<file path="config.mk">
export PLATFORM = sky130hd
export DESIGN_NAME = pipe_stage_reg
export DESIGN_NICKNAME = d
export VERILOG_FILES = /design/src/rtl/pipe_pkg.sv /design/src/rtl/pipe_entry.sv /design/src/rtl/pipe_stage_reg.sv
export SDC_FILE = /design/constraint.sdc
export NUM_CORES = 1
export LEC_CHECK = 0
export ABC_CLOCK_PERIOD_IN_PS = 5300
export CORE_MARGIN = 5
export CORE_UTILIZATION = 53
export CTS_CLUSTER_SIZE = 8
export DETAILED_ROUTE_END_ITERATION = 8
export PLACE_DENSITY_LB_ADDON = 0.1
export RECOVER_POWER = 25
export SLEW_MARGIN = 30
export SYNTH_ARGS = -nofsm -noshare
export SYNTH_HDL_FRONTEND = slang
export SYNTH_SLANG_ARGS = --single-unit
</file>
<file path="constraint.sdc">
create_clock -name Clk -period 5.3 [get_ports Clk]
set_clock_uncertainty 0.05 [all_clocks]
set_input_delay 0.53 -clock Clk [delete_from_list [all_inputs] [get_ports Clk]]
set_output_delay 0.53 -clock Clk [all_outputs]
set_load 0.05 [all_outputs]
</file>
<file path="src/rtl/pipe_pkg.sv">
// Shared constants for the pipeline stage register: default widths,
// payload field indices and the all-zero bubble word.
package pipe_pkg;

   localparam int unsigned FIELD_W_DEF   = 32;
   localparam int unsigned NFIELD_DEF    = 5;
   localparam int unsigned TAG_W_DEF     = 4;
   localparam int unsigned CNT_W_DEF     = 16;
   localparam int unsigned PAYLOAD_W_DEF = NFIELD_DEF * FIELD_W_DEF + TAG_W_DEF;

   // Field positions inside the payload; field 0 sits in the LSBs, tag in the MSBs.
   localparam int unsigned F_IR  = 0;
   localparam int unsigned F_PC  = 1;
   localparam int unsigned F_EXT = 2;
   localparam int unsigned F_V1  = 3;
   localparam int unsigned F_V2  = 4;

   // An empty stage presents all zeros, which decodes as IR=0 (NOP).
   localparam logic [PAYLOAD_W_DEF-1:0] BUBBLE = '0;

   // Where the main entry takes its next value from.
   typedef enum logic [1:0] {
      SRC_HOLD = 2'd0,   // keep current contents (stalled)
      SRC_SKID = 2'd1,   // drain the skid entry into main
      SRC_IN   = 2'd2,   // take the upstream payload
      SRC_NONE = 2'd3    // nothing to load: become a bubble
   } main_src_e;

endpackage

</file>
<file path="src/rtl/pipe_entry.sv">
// One valid+payload register. Clear wins over load and returns the entry
// to the bubble value so an empty slot never carries stale data.
module pipe_entry
   import pipe_pkg::*;
#(
   parameter int unsigned W = PAYLOAD_W_DEF
) (
   input  logic         Clk,
   input  logic         Rst,
   input  logic         i_load,
   input  logic         i_clear,
   input  logic [W-1:0] i_data,
   output logic         o_valid,
   output logic [W-1:0] o_data
);

   logic         r_valid;
   logic [W-1:0] r_data;

   // Entry state: async reset to bubble, clear has priority over load.
   always_ff @(posedge Clk or negedge Rst) begin
      if (!Rst) begin
         r_valid <= 1'b0;
         r_data  <= W'(BUBBLE);
      end else if (i_clear) begin
         r_valid <= 1'b0;
         r_data  <= W'(BUBBLE);
      end else if (i_load) begin
         r_valid <= 1'b1;
         r_data  <= i_data;
      end
   end

   assign o_valid = r_valid;
   assign o_data  = r_data;

endmodule

</file>
<file path="src/rtl/pipe_stage_reg.sv">
// Pipeline stage register with valid/ready handshakes on both sides.
// Handshake: a port transfers on a rising edge only when its valid and
// ready are both 1; valid never depends on ready of the same port.
// SKID=1 gives a two-entry skid stage with a registered in_ready;
// SKID=0 gives a single register with combinational pass-through ready.
module pipe_stage_reg
   import pipe_pkg::*;
#(
   parameter int unsigned FIELD_W = FIELD_W_DEF,
   parameter int unsigned NFIELD  = NFIELD_DEF,
   parameter int unsigned TAG_W   = TAG_W_DEF,
   parameter int unsigned SKID    = 1,
   parameter int unsigned CNT_W   = CNT_W_DEF
) (
   input  logic                              Clk,
   input  logic                              Rst,
   input  logic                              in_valid,
   output logic                              in_ready,
   input  logic [NFIELD*FIELD_W+TAG_W-1:0]   in_data,
   output logic                              out_valid,
   input  logic                              out_ready,
   output logic [NFIELD*FIELD_W+TAG_W-1:0]   out_data,
   input  logic                              flush,
   output logic [CNT_W-1:0]                  bubble_cnt
);

   localparam int unsigned PW = NFIELD * FIELD_W + TAG_W;

   logic          w_in_xfer;
   logic          w_out_xfer;
   logic          w_main_valid;
   logic [PW-1:0] w_main_data;
   logic          w_main_load;
   logic          w_main_clear;
   logic [PW-1:0] w_main_din;
   logic [CNT_W-1:0] r_bubble_cnt;

   assign w_in_xfer  = in_valid & in_ready;
   assign w_out_xfer = w_main_valid & out_ready;

   pipe_entry #(.W(PW)) u_main (
      .Clk     (Clk),
      .Rst     (Rst),
      .i_load  (w_main_load),
      .i_clear (w_main_clear),
      .i_data  (w_main_din),
      .o_valid (w_main_valid),
      .o_data  (w_main_data)
   );

   if (SKID != 0) begin : g_skid
      logic          w_skid_valid;
      logic [PW-1:0] w_skid_data;
      logic          w_skid_load;
      logic          w_skid_clear;
      logic          w_skid_valid_nxt;
      logic          r_in_ready;
      main_src_e     w_src;

      pipe_entry #(.W(PW)) u_skid (
         .Clk     (Clk),
         .Rst     (Rst),
         .i_load  (w_skid_load),
         .i_clear (w_skid_clear),
         .i_data  (in_data),
         .o_valid (w_skid_valid),
         .o_data  (w_skid_data)
      );

      // Pick the main entry's source: skid first to keep order, then upstream.
      always_comb begin
         w_src = SRC_HOLD;
         if (!w_main_valid || w_out_xfer) begin
            if (w_skid_valid)   w_src = SRC_SKID;
            else if (w_in_xfer) w_src = SRC_IN;
            else                w_src = SRC_NONE;
         end
      end

      // Skid captures an accepted input only while main is stalled and full.
      assign w_skid_load  = (w_src == SRC_HOLD) && w_in_xfer;
      assign w_skid_clear = flush || (w_src == SRC_SKID);

      assign w_main_load  = (w_src == SRC_SKID) || (w_src == SRC_IN);
      assign w_main_clear = flush || (w_src == SRC_NONE);
      assign w_main_din   = (w_src == SRC_SKID) ? w_skid_data : in_data;

      // Predict skid occupancy after this edge, mirroring the entry priority.
      always_comb begin
         w_skid_valid_nxt = w_skid_valid;
         if (w_skid_clear)     w_skid_valid_nxt = 1'b0;
         else if (w_skid_load) w_skid_valid_nxt = 1'b1;
      end

      // Registered ready: open exactly when the skid entry will be empty.
      always_ff @(posedge Clk or negedge Rst) begin
         if (!Rst) r_in_ready <= 1'b0;
         else      r_in_ready <= ~w_skid_valid_nxt;
      end

      assign in_ready = r_in_ready;
   end else begin : g_pass
      // Ready passes straight through; held low while reset is asserted.
      assign in_ready     = Rst & (out_ready | ~w_main_valid);
      assign w_main_load  = w_in_xfer;
      assign w_main_clear = flush | (w_out_xfer & ~w_in_xfer);
      assign w_main_din   = in_data;
   end

   // Count edges with no valid output, saturating at all-ones.
   always_ff @(posedge Clk or negedge Rst) begin
      if (!Rst) begin
         r_bubble_cnt <= '0;
      end else if (!w_main_valid && (r_bubble_cnt != {CNT_W{1'b1}})) begin
         r_bubble_cnt <= r_bubble_cnt + CNT_W'(1);
      end
   end

   assign out_valid  = w_main_valid;
   assign out_data   = w_main_data;
   assign bubble_cnt = r_bubble_cnt;

endmodule

</file>
# Word-level counts from Yosys, hierarchy flattened
# Index checks and enable logic that the tools add are counted.
[classes]
bitwise = 3
eq_ne = 4
mux = 12
addsub = 1
reduce_logical = 10
[ops]
columns = ["cell", "n"]
rows = [
  ["164-bit two-way mux", 5],
  ["16-bit by 1-bit adder with 16-bit output, second input constant", 1],
  ["16-bit inequality test, second input constant", 1],
  ["1-bit two-way mux", 5],
  ["2-bit == test, second input constant", 2],
  ["1-bit logical OR", 4],
  ["2-bit two-way mux", 2],
  ["2-bit nonzero test", 2],
  ["1-bit bitwise AND", 2],
  ["2-bit by 1-bit == test with 1-bit output, second input constant", 1],
  ["1-bit logical AND", 2],
  ["2-bit logical NOT", 1],
  ["1-bit logical NOT", 1],
  ["1-bit inverter", 1],
]
[word_totals]
input_bits = 169
regBits = 347
out_inout_bits = 182
elab_cells = 36

# Logic depth before layout (Yosys ltp)
# Gate-level depths: netlist (run 1).
[logic_depth]
ltp_word = 9
ltp_mapped = 9
depth_no_buf = 7

# Cells and area by module
# A second synthesis (run 1) with hierarchy kept.
[unflattened]
hier_cells = 1340
hier_area_um2 = 16420.7
[modules_own_cells]
columns = ["mod", "seq_area_each_um2", "cells_per_inst", "area_each_um2", "n_inst"]
rows = [
  ["pipe_entry", 4129.0, 532, 6769.0, 2],
  ["pipe_stage_reg", 425.4, 276, 2882.8, 1],
]

# Worst setup path before layout (run 1)
# No wires, ideal clock.
[synth_path]
kind = "register -> register"
startpoint = "register u_main.r_valid, in the netlist u_main.o_valid"
endpoint = "register u_main.r_data[60], in the netlist u_main.o_data[60]"
t_required_ps = 5167
slack_ps = 2959
period_less_slack_ps = 2341
path_buffers = 2
setup_ps = 83
stages_incl_launch_ff = 10
t_arrival_ps = 2209
path_cell_list = "dfrtp_1 > or2b_1 > o21ai_0 > inv_1 > ha_1 > nor3_1 > clkbuf_1 > clkbuf_1 > nand2_1 > o21ai_0"
[synth_between]
elab_chain_len = 7
elab_cells_between_ends = 13
classes_between = "3 x eq/ne; 4 x mux; 1 x bitwise; 5 x reduce/logical"
[synth_lines]
columns = ["element", "line", "source"]
rows = [
  ["start, declared", "pipe_entry.sv:17", "logic r_valid;"],
  ["start signal, assigned", "pipe_entry.sv:23", "r_valid <= 1'b0;"],
  ["start signal, assigned", "pipe_entry.sv:26", "r_valid <= 1'b0;"],
  ["start signal, assigned", "pipe_entry.sv:29", "r_valid <= 1'b1;"],
  ["1-bit bitwise AND or 1-bit logical NOT (tied branches)", "pipe_stage_reg.sv:39, pipe_stage_reg.sv:73", ""],
  ["1-bit logical OR (*)", "pipe_stage_reg.sv:73", "if (!w_main_valid || w_out_xfer) begin"],
  ["2-bit two-way mux (*)", "pipe_stage_reg.sv:73", ""],
  ["2-bit by 1-bit == test with 1-bit output", "pipe_stage_reg.sv:84, pipe_stage_reg.sv:86", ""],
  ["164-bit two-way mux", "pipe_stage_reg.sv:86", "assign w_main_din = (w_src == SRC_SKID) ? w_skid_data : in_data;"],
  ["164-bit two-way mux", "pipe_entry.sv:28", "end else if (i_load) begin"],
  ["164-bit two-way mux", "pipe_entry.sv:25", "end else if (i_clear) begin"],
  ["end signal, assigned", "pipe_entry.sv:24", "r_data <= W'(BUBBLE);"],
  ["end signal, assigned", "pipe_entry.sv:27", "r_data <= W'(BUBBLE);"],
  ["end signal, assigned", "pipe_entry.sv:30", "r_data <= i_data;"],
  ["end, declared", "pipe_entry.sv:18", "logic [W-1:0] r_data;"],
]
# Mark *: on every way between the ends. The rest lies on a longest branch, timed or not. The select of a mux whose other input is x is not followed.
# A chain may end at the register's enable or synchronous reset.

==> summary.md, run 1 <==
| Metric | Value |
|---|---|
| Fmax | `317 MHz` |
| Die Y | `173 µm` |
| PortBufs | `350` |
| Largest net degree at the start of global routing | `144` |
| Most instantiated cells after synthesis | `347 x dfrtp_1, 169 x nand2_1, 166 x o21ai_0, 164 x a22o_1, 164 x mux2i_1` |
| Maximum vdd drop | `0.268 mV` |
| H-tree depth | `2` |
| Worst Path Buf+Inv | `2` |
| Hold path cells | `2` |
| GR Util All Layers | `0.252` |
| Status | `finished with violations` |
| Top cell type's share of synthesized area | `0.613` |
| RSZ-0062 raised after global routing | `no` |
| Chip width | `173 µm` |
| Drt drc | `0` |
| Max-slew violation count | `99` |
| Boundary Pins | `351` |
| Post-synth EDFFs | `0` |
| Hold Path Class | `reg -> reg` |
| Mapped Nets | `1345` |
| Setup TNS | `0 ns` |
| Failing checks | `capacitance limit, slew limit` |
| Worst path max stage delay | `1.73 ns` |
| Synth area leader | `dfrtp_1` |
| Design Power | `7.20 mW` |
| Max-cap violations | `1` |
| DRT iter0 DRCs | `778` |
| Wire per inst | `21.2 µm` |
| First-pass GRT wire length | `61800 µm` |
| Seq cells post-synth | `347` |
| Hold Fails Final Rpt | `0` |
| Synth Flop Type | `dfrtp_1` |
| Cell depth of the worst setup path | `2` |
| Vias in the first global route | `11122` |
| Post-Syn Area | `14200 µm²` |
| Worst-Margin Slew | `2.48 ns` |
| Core area | `26200 µm²` |
| Worst-Skew Late Latency | `0.52 ns` |
| Placed cell areas | `17900 µm²` |
| FFs w/ async S/R, synth | `1.00` |
| Register area share after synthesis | `0.613` |
| Crit path DAT | `3.54 ns` |
| Synth warn | `0` |
| Critical path's top delay family | `buffers and inverters` |
| Post-CTS sizing | `0` |
| Post-CTS Setup Inserts | `0` |
| Largest cells by area after synthesis | `dfrtp_1 61%, mux2i_1 12%, a22o_1 10%, o21ai_0 5.9%, nand2_1 4.5%` |
| Fraction of layout cells with a size suffix above 1 | `0.0554` |
| Routed WL | `38900 µm` |
| Die ar. | `30100 µm²` |
| Cell depth of the worst flop-to-flop path | `8` |
| CP Max Fanout | `99` |
| Effective utilization at floorplan | `0.540` |
| Sink Count | `347` |
| Final HPWL DP | `24200 µm` |
| Final setup fails | `0` |
| CP Cell Sequence | `clkbuf_2 > clkbuf_2` |
| Synth Area per Inst | `12.1 µm²` |
| Initial antenna violation count | `4` |
| Total power per unit cell area | `375 nW/µm²` |
| Post-DRT Antenna Nets | `0` |
| Worst EP required | `5.68 ns` |
| Relative slew slack | `-0.654` |
| CTS Buf Count | `49` |
| Vias per cell | `5.84` |
| CTS max path bufs | `3` |
| Num rows | `59` |
| CTS root buf | `clkbuf_16` |
| Final min period | `3.16 ns` |
| Finished Cell Area | `19200 µm²` |
| CP Capture Type | `asynchronous set/reset pin` |
| Hold-fix buffers at CTS | `0` |
| Final period util | `0.596` |
| CTS tree | `built` |
| Crit path launch type | `input pin` |
| Leak pwr | `8.27 nW` |
| DRT Pass-1 Iters | `5` |
| Slowest stage cell, crit path | `clkbuf_2` |
| NumNets Final | `1670` |
| CP Class | `in -> async` |
| Clock transition at path regs | `0.05 ns` |
| Routed vias | `10715` |
| Synth Instances | `1171` |
| GP Congestion | `0.812` |
| Dominant cell by count in the synthesized netlist | `dfrtp_1` |
| Area growth syn-to-layout | `35.6%` |
| Crit-path most repeated cell | `clkbuf_2` |
| Post-synth cell types | `38` |
| Remaining global-route overflow | `0` |
## area by class of cell
class	count	area, µm²
fill	1813	7010
multi-input combinational	726	5070
timing repair buffer	365	3700
clock buffer	51	1280
inverter	7	26.3
antenna	2	5.00
clock inverter	2	16.3
tap	335	419
sequential	347	8680
## kinds of logic after synthesis
family | after synthesis | synth area share
buf+inv | 98 | 0.0319
flops | 347 | 0.613
compound gates | 342 | 0.166
mux | 166 | 0.118
xor+xnor | 10 | 0.00619
fa+ha+maj | 5 | 0.00442
simple gates | 203 | 0.0610
## worst min-delay path: cells and delay by family, from the launching register on
| kind | cells | cell delay, ns |
|---|---|---|
| AOI/OAI and AO/OA | 1 | 0.06 |
| DFF | 1 | 0.33 |
| and+or+nand+nor | 1 | 0.05 |
## report_power, final
group	internal, mW	switching [mW]	leakage [nW]	total [mW]
clock network	1.67	1.04	0.633	2.71
registers	2.83	0.140	4.77	2.97
logic	0.524	0.996	2.87	1.52
## per-layer routing
| metal | track usage | wire length (µm) | vias up |
|---|---|---|---|
| met5 | 0 | 28 | - |
| met4 | 0.0871 | 1350 | 4 |
| met3 | 0.0580 | 2770 | 82 |
| met2 | 0.390 | 18000 | 384 |
| met1 | 0.354 | 16700 | 5424 |
| li1 | - | - | 4821 |
## through the flow
| stage | cells | worst slack, ns | util | hold WS (ns) |
|---|---|---|---|---|
| 4_1_cts | 1833 | 2.34 | 0.733 | 0.0160 |
| 6_report | 1835 | 2.14 | 0.732 | 0.425 |
| 3_5_place_dp | 1780 | 1.93 | 0.683 | 0.419 |
| 3_3_place_gp | 1780 | 1.76 | 0.683 | 0.411 |
| 5_1_grt | 1835 | 1.42 | 0.732 | 0.446 |
| 2_1_floorplan | 1171 | 2.96 | - | 0.184 |
## worst paths after layout
path / slack [ns] / from / endpoint
worst max-delay path: 2.14 / Rst / g_skid.u_skid.o_data[41]
worst min-delay path: 0.43 / u_main.o_data[106] / u_main.o_data[106]
worst max register to register: 2.27 / u_main.o_valid / u_main.o_data[134]
worst min register to register: 0.43 / u_main.o_data[106] / u_main.o_data[106]
max in group Clk: 2.27 / u_main.o_valid / u_main.o_data[134]
min in group asynchronous: 0.71 / Rst / u_main.o_data[143]
## sequential cells by signal, indices dropped and copies added (netlist names)
signal                 flops
bubble_cnt                16
g_skid.u_skid.o_data     164
g_skid.u_skid.o_valid      1
in_ready                   1
u_main.o_data            164
u_main.o_valid             1
## cell usage in the layout, fill, tap and decap left out, drive strengths merged, types with 2 or more instances in the layout
cell / n
ha: 5
clkbuf: 53
mux2: 2
nor2: 7
inv: 8
a21oi: 6
o21ai: 166
nand3: 4
a41oi: 2
dfrtp: 347
and2: 2
mux2i: 164
a211oi: 2
nand4: 3
nor4: 3
xnor2: 4
nand2: 170
diode: 2
clkdlybuf4s50: 349
a22o: 164
and3: 4
nor3: 4
buf: 14
xor2: 6
(Power assumes the default switching activity.)
==> run 2, diff against run 1 <==
--- a/config.mk
+++ b/config.mk
@@ -5,9 +5,9 @@
 export SDC_FILE = /design/constraint.sdc
 export NUM_CORES = 1
 export LEC_CHECK = 0
-export ABC_CLOCK_PERIOD_IN_PS = 5300
+export ABC_CLOCK_PERIOD_IN_PS = 3280
 export CORE_MARGIN = 5
-export CORE_UTILIZATION = 53
+export CORE_UTILIZATION = 50
 export CTS_CLUSTER_SIZE = 8
 export DETAILED_ROUTE_END_ITERATION = 8
 export PLACE_DENSITY_LB_ADDON = 0.1
==> constraint.sdc (replaced) <==
create_clock -name Clk -period 3.28 [get_ports Clk]
set_clock_uncertainty 0.05 [all_clocks]
set_input_delay 0.328 -clock Clk [delete_from_list [all_inputs] [get_ports Clk]]
set_output_delay 0.328 -clock Clk [all_outputs]
set_load 0.05 [all_outputs]
==> run 2 against run 1 <==
  * The run still ends with capacitance limit, slew limit left
  * Sequential power is 61% higher
  * Clock power up 62%
  * Flip-flop and latch count did not move
  * Non-clock buffer count increased by 10
  * Count of clock-buffer cells in the layout decreased by 1
  * Wire length barely moved
  * Via count fell by 0.12%
  * Worst hold slack worse by 0.055 ns
==> summary.md, run 2 (synthesized netlist as in run 1, its figures left out) <==
| Metric | Value |
|---|---|
| Max-slew violation count | `78 (-21%)` |
| Most frequent cells in the layout | `349 x clkdlybuf4s50_1, 347 x dfrtp_1, 168 x nand2_1` |
| Routed vias | `10702 (-0.12%)` |
| Max-cap violations | `1 (unchanged)` |
| Finished Cell Area | `19400 µm² (+1.1%)` |
| CTS root buf | `clkbuf_16` |
| PortBufs | `350 (unchanged)` |
| Final HPWL DP | `24700 µm (+2.2%)` |
| Failing checks | `capacitance limit, slew limit` |
| Wire per inst | `20.5 µm (-3.1%)` |
| Area growth syn-to-layout | `37.1%` |
| CTS tree | `built` |
| Boundary Pins | `351 (unchanged)` |
| Most common cell after layout, fill and taps aside | `clkdlybuf4s50_1` |
| Sink Count | `347 (unchanged)` |
| Status | `finished with violations` |
| Crit path DAT | `3.14 ns (-0.40 ns)` |
| Die Y | `178 µm (+2.8%)` |
| Routed WL | `38900 µm (about the same)` |
| Hold Path Class | `in -> reg` |
| CTS Buf Count | `49 (unchanged)` |
| CP Cell Sequence | `dlygate4sd3_1 > clkbuf_2 > clkbuf_2` |
| DRT iter0 DRCs | `745 (-4.2%)` |
| Die ar. | `31800 µm² (+5.7%)` |
| Worst path max stage delay | `1.59 ns (-0.14 ns)` |
| Worst Path Buf+Inv | `3 (+1)` |
| First-pass GRT wire length | `60800 µm (-1.7%)` |
| CTS max path bufs | `3 (unchanged)` |
| Hold path cells | `2 (unchanged)` |
| Fill count | `2019 (+11%)` |
| Crit-path most repeated cell | `clkbuf_2` |
| Fraction of layout cells with a size suffix above 1 | `0.0610 (+0.00560)` |
| Maximum vdd drop | `0.436 mV (+63%)` |
| Total power per unit cell area | `601 nW/µm² (+60%)` |
| Initial antenna violation count | `3 (-1)` |
| Post-DRT Antenna Nets | `0 (unchanged)` |
| Effective utilization at floorplan | `0.508 (-0.0320)` |
| Drt drc | `0 (unchanged)` |
| NumNets Final | `1680 (+0.60%)` |
| Setup TNS | `0 ns (unchanged)` |
| Worst-Skew Late Latency | `0.53 ns (about the same)` |
| Vias in the first global route | `10922 (-1.8%)` |
| Hold Fails Final Rpt | `0 (unchanged)` |
| GP Congestion | `0.821 (+1.1%)` |
| CP Class | `in -> async` |
| Largest net degree at the start of global routing | `116 (-19%)` |
| Num rows | `61 (+3.4%)` |
| Leak pwr | `8.35 nW (+0.98%)` |
| Post-CTS Setup Inserts | `0 (unchanged)` |
| Chip width | `178 µm (+2.8%)` |
| Final setup fails | `0 (unchanged)` |
| Clock transition at path regs | `0.05 ns (about the same)` |
| Core area | `27900 µm² (+6.3%)` |
| Crit path launch type | `input pin` |
| Post-place setup slack | `0.562 ns (-1.37 ns)` |
| CP Max Fanout | `81 (-18%)` |
| Relative slew slack | `-0.493 (+0.160)` |
| GR Util All Layers | `0.239 (-0.0129)` |
| Final min period | `2.55 ns` |
| Register-to-register setup slack | `0.75 ns (-1.52 ns)` |
| Placed cell areas | `18100 µm² (+1.1%)` |
| Setup WS post-layout | `0.727 ns (-1.41 ns)` |
| Fmax | `392 MHz` |
| DRT Pass-1 Iters | `5 (unchanged)` |
| H-tree depth | `2 (unchanged)` |
| CP Capture Type | `asynchronous set/reset pin` |
| Worst EP required | `3.86 ns (-1.82 ns)` |
| Cell depth of the worst flop-to-flop path | `7 (-1)` |
| RSZ-0062 raised after global routing | `no` |
| Remaining global-route overflow | `0 (unchanged)` |
| Vias per cell | `5.66 (-3.1%)` |
| Slowest stage cell, crit path | `clkbuf_2` |
| Final period util | `0.778` |
| Worst-Margin Slew | `2.24 ns (-0.240 ns)` |
| Critical path's top delay family | `buffers and inverters` |
| Cell depth of the worst setup path | `3 (+1)` |
| Design Power | `11.7 mW (+62%)` |
## run 2: final cells by class
class / count / area [µm²] / area share
sequential: 347 / 8680 / 0.447
multi-input combinational: 726 / 5060 / 0.261
inverter: 7 / 26.3 / 0.00135
timing repair buffer: 375 / 3860 / 0.199
clock inverter: 3 / 43.8 / 0.00226
tap: 378 / 473 / 0.0244
antenna: 6 / 15.0 / 0.000773
clock buffer: 50 / 1250 / 0.0645
## run 2: power breakdown
group	leakage, nW	internal [mW]	switching [mW]
clock network	0.633	2.67	1.73
registers	4.77	4.57	0.215
logic	2.95	0.863	1.61
## run 2: through the flow
| step | util | instances | hold WS (ns) |
|---|---|---|---|
| after detailed placement | 0.650 | 1832 | 0.331 |
| after CTS | 0.697 | 1886 | 0.346 |
| final | 0.697 | 1892 | 0.370 |
| after global routing | 0.697 | 1889 | 0.353 |
| after global placement | 0.650 | 1832 | 0.330 |
| after floorplan | - | 1171 | -0.0176 |
## run 2: final timing paths
check,end,from
setup / recovery,g_skid.u_skid.o_data[138],Rst
setup reg to reg,g_skid.u_skid.o_data[71],u_main.o_valid
hold / removal,g_skid.u_skid.o_data[28],in_data[28]
hold reg to reg,u_main.o_data[96],u_main.o_data[96]
min in group asynchronous,u_main.o_data[143],Rst
max in group Clk,g_skid.u_skid.o_data[71],u_main.o_valid
## run 2: timing repair
| action | in CTS | in global routing |
|---|---|---|
| hold buffers | 1 | 0 |
| resized for setup | 0 | 0 |
| hold endpoints to repair | 74 | 0 |
## run 2: per-layer routing
layer | track usage | vias up | wire (µm)
met3 | 0.0560 | 54 | 2670
li1 | - | 4876 | -
met1 | 0.339 | 5443 | 16800
met2 | 0.373 | 329 | 18600
met5 | 0 | - | 0
met4 | 0.0697 | 0 | 883
==> run 3, diff against run 2 <==
--- a/config.mk
+++ b/config.mk
@@ -5,9 +5,9 @@
 export SDC_FILE = /design/constraint.sdc
 export NUM_CORES = 1
 export LEC_CHECK = 0
-export ABC_CLOCK_PERIOD_IN_PS = 3280
+export ABC_CLOCK_PERIOD_IN_PS = 2300
 export CORE_MARGIN = 5
-export CORE_UTILIZATION = 50
+export CORE_UTILIZATION = 45
 export CTS_CLUSTER_SIZE = 8
 export DETAILED_ROUTE_END_ITERATION = 8
 export PLACE_DENSITY_LB_ADDON = 0.1
==> constraint.sdc (replaced) <==
create_clock -name Clk -period 2.3 [get_ports Clk]
set_clock_uncertainty 0.05 [all_clocks]
set_input_delay 0.23 -clock Clk [delete_from_list [all_inputs] [get_ports Clk]]
set_output_delay 0.23 -clock Clk [all_outputs]
set_load 0.05 [all_outputs]
==> run 3 against run 2 <==
  * The run now ends clean
  * Flip-flop and latch count unchanged
  * Worst hold slack worse by 0.13 ns
  * Die area up 10%
  * Critical path depth down 2
  * Wire length up 1.1%
  * Sequential power up 43%
  * Critical path type is now reg -> out
  * Critical endpoint is now bubble_cnt[3]
  * Largest power group unchanged
==> summary.md, run 3 (synthesized netlist as in run 1, its figures left out) <==
| Metric | Value |
|---|---|
| Status | `finished clean` |
| DRT Pass-1 Iters | `5 (unchanged)` |
| Wire per inst | `20.2 µm (-1.9%)` |
| Final HPWL DP | `26700 µm (+8.0%)` |
| Initial antenna violation count | `3 (unchanged)` |
| Max-slew violation count | `0 (-100%)` |
| Sink Count | `347 (unchanged)` |
| Clock transition at path regs | `0.05 ns (about the same)` |
| Core area | `31300 µm² (+12%)` |
| RSZ-0062 raised after global routing | `no` |
| Crit path DAT | `1.87 ns (-1.27 ns)` |
| Die Y | `187 µm (+5.1%)` |
| CTS root buf | `clkbuf_16` |
| Reg2reg start | `u_main.o_valid` |
| Hold Path Class | `in -> async` |
| Effective utilization at floorplan | `0.452 (-0.0561)` |
| CTS max path bufs | `3 (unchanged)` |
| Maximum vdd drop | `0.577 mV (+32%)` |
| Flop pwr share | `0.407 (-0.003)` |
| Final core occ | `0.636 (-0.0611)` |
| Die ar. | `35100 µm² (+10%)` |
| Relative slew slack | `0.242 (+0.735)` |
| Boundary Pins | `351 (unchanged)` |
| Fraction of layout cells with a size suffix above 1 | `0.0803 (+0.0193)` |
| Cell depth of the worst flop-to-flop path | `8 (+1)` |
| First-pass GRT wire length | `63200 µm (+3.9%)` |
| Largest net degree at the start of global routing | `87 (-25%)` |
| Final setup fails | `0 (unchanged)` |
| Most frequent cells in the layout | `349 x clkdlybuf4s50_1, 346 x dfrtp_1, 168 x nand2_1` |
| Critical path's top delay family | `buffers and inverters` |
| GP Congestion | `0.800 (-2.6%)` |
| GR Util All Layers | `0.220 (-0.0186)` |
| Slowest stage cell, crit path | `clkdlybuf4s50_1` |
| Placed cells | `1892 (+3.3%)` |
| CP Class | `reg -> out` |
| Worst Path Buf+Inv | `1 (-2)` |
| R2r endpoint | `u_main.o_data[69]` |
| Met1 Resource Use GR | `0.301 (-0.0373)` |
| Clock share of power | `0.373 (-0.004)` |
| Vias in the first global route | `11188 (+2.4%)` |
| NumNets Final | `1716 (+2.1%)` |
| Post-DRT Antenna Nets | `0 (unchanged)` |
| M2 GR Usage | `0.355 (-0.0172)` |
| NetSw | `5.04 mW (+42%)` |
| Layout Cells excl Fill | `1949 (+3.0%)` |
| Worst path max stage delay | `0.86 ns (-0.73 ns)` |
| CP Max Fanout | `6 (-93%)` |
| Final period util | `0.933` |
| H-tree depth | `2 (unchanged)` |
| Leak pwr | `8.58 nW (+2.7%)` |
| Fmax | `466 MHz` |
| Routed WL | `39300 µm (+1.1%)` |
| Logic gate share of total power | `0.220 (+0.008)` |
| Max-cap violations | `0 (-1)` |
| Hold Fails Final Rpt | `0 (unchanged)` |
| Setup TNS | `0 ns (unchanged)` |
| Sw Share | `0.300 (-0.00459)` |
| Drt drc | `0 (unchanged)` |
| Vias per cell | `5.49 (-2.9%)` |
| Chip width | `187 µm (+5.1%)` |
| PortBufs | `350 (unchanged)` |
| Crit path launch type | `register` |
| Most common cell after layout, fill and taps aside | `clkdlybuf4s50_1` |
| GRT met3 Usage | `0.0523 (-0.00370)` |
| Register-to-register setup slack | `0.18 ns (-0.57 ns)` |
| Routed vias | `10709 (+0.065%)` |
| Total power per unit cell area | `842 nW/µm² (+40%)` |
| Top Usage Layer GRT | `met2` |
| CTS Buf Count | `49 (unchanged)` |
| CTS tree | `built` |
| Worst-Skew Late Latency | `0.52 ns (about the same)` |
| Remaining global-route overflow | `0 (unchanged)` |
| Area growth syn-to-layout | `40.6%` |
| Num rows | `65 (+6.6%)` |
| Cell-internal power | `11.7 mW (+45%)` |
| Post-CTS Setup Inserts | `0 (unchanged)` |
| CP Cell Sequence | `clkdlybuf4s50_1` |
| Worst-Margin Slew | `1.14 ns (-1.10 ns)` |
| Final min period | `2.15 ns` |
| DRT iter0 DRCs | `749 (+0.54%)` |
| Worst EP required | `2.02 ns (-1.84 ns)` |
| CP Capture Type | `primary output` |
## run 3: timing repair
action                    CTS  global route
hold endpoints to repair   58             0
resized for setup           0             0
hold buffers                1             0
## run 3: power by group through the flow
stage / sequential (mW) / combinational (mW) / clock [mW]
6_report: 6.83 / 3.68 / 6.26
5_1_grt: 6.88 / 3.90 / 6.66
4_1_cts: 6.83 / 3.74 / 6.43
3_5_place_dp: 6.92 / 3.72 / 0
3_3_place_gp: 6.92 / 3.69 / 0
2_1_floorplan: 8.02 / 0.885 / 0
## run 3: per-layer routing
metal / routed length [µm] / part of all wire / up-vias
met1: 17100 / 0.43 / 5354
met4: 1050 / 0.027 / 2
li1: - / - / 4935
met3: 2510 / 0.064 / 74
met2: 18700 / 0.47 / 344
met5: 7 / 0.00018 / -
## run 3: layout make-up
cell class | count | area, µm²
antenna | 2 | 5.00
clock buffer | 52 | 1280
clock inverter | 2 | 16.3
fill | 2451 | 11400
inverter | 7 | 26.3
multi-input combinational | 726 | 5060
sequential | 347 | 8680
tap | 402 | 503
timing repair buffer | 411 | 4330
## run 3: worst max path at each step
stage	startpoint	endpoint	slack [ns]	depth (start not counted)
after detailed placement	out_ready	u_main.o_data[69]	-0.15	9
after floorplan	u_main.o_valid	u_main.o_data[60]	0.11	9
after CTS	bubble_cnt[3]	bubble_cnt[3]	0.13	1
after global placement	out_ready	u_main.o_data[63]	-0.11	10
final	bubble_cnt[3]	bubble_cnt[3]	0.15	1
after global routing	u_main.o_valid	u_main.o_data[8]	0.05	8
## run 3: per-stage QoR
step | power [mW] | hold slack [ns] | area (µm²) | setup WS [ns]
2_1_floorplan | 8.91 | -0.116 | 14200 | 0.114
3_3_place_gp | 10.6 | 0.212 | 18700 | -0.113
3_5_place_dp | 10.6 | 0.211 | 18700 | -0.152
4_1_cts | 17.0 | 0.248 | 20000 | 0.125
5_1_grt | 17.4 | 0.265 | 19900 | 0.0525
6_report | 16.8 | 0.237 | 19900 | 0.153
